<file path="src/rtl/dm_arb_pkg.sv">
// Shared types and defaults for the data-memory port arbiter.
// Owner tags identify which requester a returning read belongs to.
package dm_arb_pkg;

    localparam int DEF_ADDR_W     = 8;
    localparam int DEF_DATA_W     = 32;
    localparam int DEF_STARVE_MAX = 4;

    typedef enum logic [1:0] {
        OWN_NONE = 2'd0,
        OWN_CPU  = 2'd1,
        OWN_DBG  = 2'd2
    } owner_e;

    typedef struct packed {
        logic                  we;
        logic [DEF_ADDR_W-1:0] addr;
        logic [DEF_DATA_W-1:0] wdata;
    } mem_req_t;

endpackage

</file>
<file path="src/rtl/dm_port_arbiter.sv">
// Single-port data memory shared between the CPU load/store path and the debug unit.
// Debug has fixed priority; a starvation counter forces a CPU win outside debug mode.
module dm_port_arbiter
    import dm_arb_pkg::*;
#(
    parameter int ADDR_W     = DEF_ADDR_W,
    parameter int DATA_W     = DEF_DATA_W,
    parameter int STARVE_MAX = DEF_STARVE_MAX
) (
    input  logic              clk,
    input  logic              rst,
    input  logic              debug,
    input  logic              cpu_req,
    input  logic              cpu_we,
    input  logic [ADDR_W-1:0] cpu_addr,
    input  logic [DATA_W-1:0] cpu_wdata,
    output logic              cpu_gnt,
    output logic              cpu_rvalid,
    output logic [DATA_W-1:0] cpu_rdata,
    input  logic              dbg_req,
    input  logic              dbg_we,
    input  logic [ADDR_W-1:0] dbg_addr,
    input  logic [DATA_W-1:0] dbg_wdata,
    output logic              dbg_gnt,
    output logic              dbg_rvalid,
    output logic [DATA_W-1:0] dbg_rdata,
    output logic              mem_en,
    output logic              mem_we,
    output logic [ADDR_W-1:0] mem_addr,
    output logic [DATA_W-1:0] mem_wdata,
    input  logic [DATA_W-1:0] mem_rdata
);

    localparam int               CNT_W   = $clog2(STARVE_MAX + 1);
    localparam logic [CNT_W-1:0] CNT_MAX = CNT_W'(STARVE_MAX);

    logic [CNT_W-1:0] starve_cnt;
    owner_e           rd_own;
    logic             cpu_eligible;
    logic             starved;

    // Handshake: a requester holds req/we/addr/wdata until it sees gnt; the
    // request is consumed in the gnt cycle and at most one gnt fires per cycle.
    assign cpu_eligible = cpu_req && !debug;
    assign starved      = (starve_cnt == CNT_MAX);
    assign cpu_gnt      = !rst && cpu_eligible && (!dbg_req || starved);
    assign dbg_gnt      = !rst && dbg_req && !(cpu_eligible && starved);
    assign mem_en       = cpu_gnt || dbg_gnt;

    always_comb begin
        mem_we    = 1'b0;
        mem_addr  = '0;
        mem_wdata = '0;
        if (cpu_gnt) begin
            mem_we    = cpu_we;
            mem_addr  = cpu_addr;
            mem_wdata = cpu_wdata;
        end else if (dbg_gnt) begin
            mem_we    = dbg_we;
            mem_addr  = dbg_addr;
            mem_wdata = dbg_wdata;
        end
    end

    always_ff @(posedge clk) begin
        if (rst) begin
            starve_cnt <= '0;
            rd_own     <= OWN_NONE;
        end else begin
            if (cpu_gnt || !cpu_eligible) begin
                starve_cnt <= '0;
            end else if (dbg_gnt && !starved) begin
                starve_cnt <= starve_cnt + 1'b1;
            end

            if (cpu_gnt && !cpu_we) begin
                rd_own <= OWN_CPU;
            end else if (dbg_gnt && !dbg_we) begin
                rd_own <= OWN_DBG;
            end else begin
                rd_own <= OWN_NONE;
            end
        end
    end

    // Gating with rst drops a read that was granted just before reset rose.
    assign cpu_rvalid = !rst && (rd_own == OWN_CPU);
    assign dbg_rvalid = !rst && (rd_own == OWN_DBG);
    assign cpu_rdata  = cpu_rvalid ? mem_rdata : '0;
    assign dbg_rdata  = dbg_rvalid ? mem_rdata : '0;

endmodule

</file>
<file path="config.mk">
export PLATFORM = sky130hd
export DESIGN_NAME = dm_port_arbiter
export DESIGN_NICKNAME = d
export VERILOG_FILES = /design/src/rtl/dm_arb_pkg.sv /design/src/rtl/dm_port_arbiter.sv
export SDC_FILE = /design/constraint.sdc
export NUM_CORES = 1
export LEC_CHECK = 0
export ABC_AREA = 1
export CORE_AREA = 2 2 88 90
export DETAILED_ROUTE_END_ITERATION = 8
export DIE_AREA = 0 0 90 92
export PLACE_DENSITY = 0.71
export SYNTH_ARGS = -nofsm -noshare
export SYNTH_HDL_FRONTEND = slang
export SYNTH_SLANG_ARGS = --single-unit
export TNS_END_PERCENT = 10
</file>
<file path="constraint.sdc">
create_clock -name clk -period 3.4 [get_ports clk]
set_input_delay 0.68 -clock clk [delete_from_list [all_inputs] [get_ports clk]]
set_output_delay 0.68 -clock clk [all_outputs]
set_load 0.05 [all_outputs]
</file>
==> results.md <==
* Worst r2r src: starve_cnt[0]
* Post-route DRC at 0
* Initial antenna violation count at 0
* Pwr dens at 142.0 mW/mm^2
* F_max at 332.1 MHz
* Rel. slew slack at 0.5845
* Slew Viols, Final at 0
* Total of max-cap violations at 0
* RR Endpoint: rd_own[1]
* CTS Buf Count at 3
* Hold path depth at 1
* CTS clk-pin slew, worst paths at 0.03 ns
* Met2 wire length at 4400 um
* Req. time, crit path at 2.72 ns
* Commonest non-fill, non-tap cell in the layout: clkdlybuf4s50_1
* Vias in the first global route at 2657
* CP Cell Sequence: clkdlybuf4s50_1 > inv_2 > nand3_2 > nor2_1 > buf_12
* HP Start: starve_cnt[0]
* Register-to-register setup slack at 2.01 ns
* Initial Util at 0.1747
* Setup crit start kind: input pin
* Max IR drop VDD at 0.00009140 V
* Cell family with most CP delay: simple AND/OR/NAND/NOR gates
* Hold Buf Count CTS at 0
* Final Wtd Congestion at 0.7731
* Final Hold Fails at 0
* # rows at 32
* Hold slack final at 0.4486 ns
* Sequential area share after synthesis at 0.07692
* Unique masters post-synth at 11
* Most frequent cells in the layout: clkdlybuf4s50_1 (118), buf_12 (112), nand3_1 (83)
* Vias per cell at 4.356
* Synth Cell Area at 0.001301 mm^2
* IO buf count at 228
* Max layer used: met4
* Congestion Overflow GR at 0
* Total core area at 0.007447 mm^2
* Io pins at 229
* Syn. warnings at 0
* H-Tree Level Count at 1
* Die width at 90 um
* Worst Clk Skew at 0.002937 ns
* Gate count of the mapped netlist at 281
* Crit share post-route at 0.8856
* Worst-case reg-to-reg path depth at 8
* Final wirelength at 8199 um
* Minimum clock period after layout at 3.011 ns
* Die height at 92 um
* Syn_area_per_cell at 4.631 um^2
* Via count at 2605
* Dpl hpwl at 6960 um
* CP Capture Type: output port
* N_diodes at 0
* Largest net degree at the start of global routing at 43
* Layout cell share with drive strength beyond 1 at 0.2460
* Final #Nets at 618
* Arr. time, crit path at 2.33 ns
* Drt wl/cell at 13.71 um
* CP Class: in2out
* CP max-delay cell: clkdlybuf4s50_1
* CTS tree: built
* Post-cts resize count at 0
* Status: finished clean
* Max clock buf depth at 2
* Setup violations, final at 0
* Wl on met1 at 2881 um
* Clk sink count at 5
* Pleak at 2.249 nW
* Buf/Inv on CP at 3
* Global-route wire length before repair at 13070 um
* CP Max Fanout at 33
* RSZ-0062 raised after global routing: false
* First-pass DRT Iterations at 7
* Latest clock arrival within the worst-skew pair at 0.22 ns
* Layout Area Growth over Synthesis at 269.6%
* GRT Util Overall at 0.1901
* Post-CTS Setup Repair Bufs at 0
* Slowest stage delay, CP at 0.47 ns
* Antenna viol nets, final at 0
* Setup TNS at 0 ns
* Total nets after synthesis at 402
* Yosys reg bits at 5
* Min-delay worst type: reg2reg
* Tot Pwr at 682.8 uW
* Die area at 0.008280 mm^2
* Root buffer cell: clkbuf_8
* Worst-Margin Slew at 0.6226 ns
* Initial DRC Count at 63
* WL met3 at 761 um
* Hold Path Sink: starve_cnt[0]
==> layout make-up <==
class / count / area (um^2)
inverters: 45 / 168.9
multi-input cells: 209 / 922.1
well taps: 102 / 127.6
fillers: 605 / 2638
clock buffers: 4 / 45.04
repair buffers: 233 / 3446
flip-flops and latches: 5 / 100.1
==> cells by family (layout without fill, tap and decap cells) <==
group         count (synthesis)  in the layout  share of synthesized area
xor+xnor                      1              1                   0.006732
fa+ha+maj                     2              2                    0.01923
buf+inv                      67            282                     0.2144
flops                         5              5                    0.07693
simple gates                206            206                     0.6827
==> metrics by stage <==
step	std cells	util	instance area [um^2]	setup slack, ns
CTS	598	0.6458	4810	0.3536
global placement	594	0.6398	4765	0.4047
finish	598	0.6458	4810	0.3890
floorplan	281	-	1301	1.071
global route	598	0.6458	4810	0.2291
detailed placement	594	0.6398	4765	0.3597
==> power breakdown <==
group / switching (mW) / total, mW / internal (mW)
registers: 0.000618 / 0.0607 / 0.0601
logic: 0.240 / 0.515 / 0.274
clock network: 0.0272 / 0.108 / 0.0803
==> how the worst max path moves through the flow <==
stage	start	end	cells after the start
after CTS	rst	dbg_rdata[19]	5
after floorplan	rst	cpu_rdata[22]	4
final	rst	dbg_rdata[19]	5
after detailed placement	rst	dbg_rdata[19]	5
after global routing	rst	dbg_rdata[21]	5
after global placement	rst	dbg_rdata[25]	5
==> sequential cells by signal (all words and copies together) (netlist names) <==
signal      flops
rd_own          2
starve_cnt      3
==> routing by layer <==
metal	global-route usage	up-vias
li1	-	1292
met1	0.1935	1149
met2	0.3759	152
met3	0.05588	12
met4	0.04872	0
met5	0	-
==> synthesized netlist by cell type, drive strengths merged <==
cell type / n / area (um^2)
xnor2: 1 / 8.760
ha: 2 / 25.02
nand3: 84 / 425.4
nor2: 73 / 279.0
dfxtp: 5 / 100.1
nand2: 49 / 183.9
inv: 45 / 168.9
buf: 22 / 110.1
Note: power is estimated with default switching activity, not from simulation.
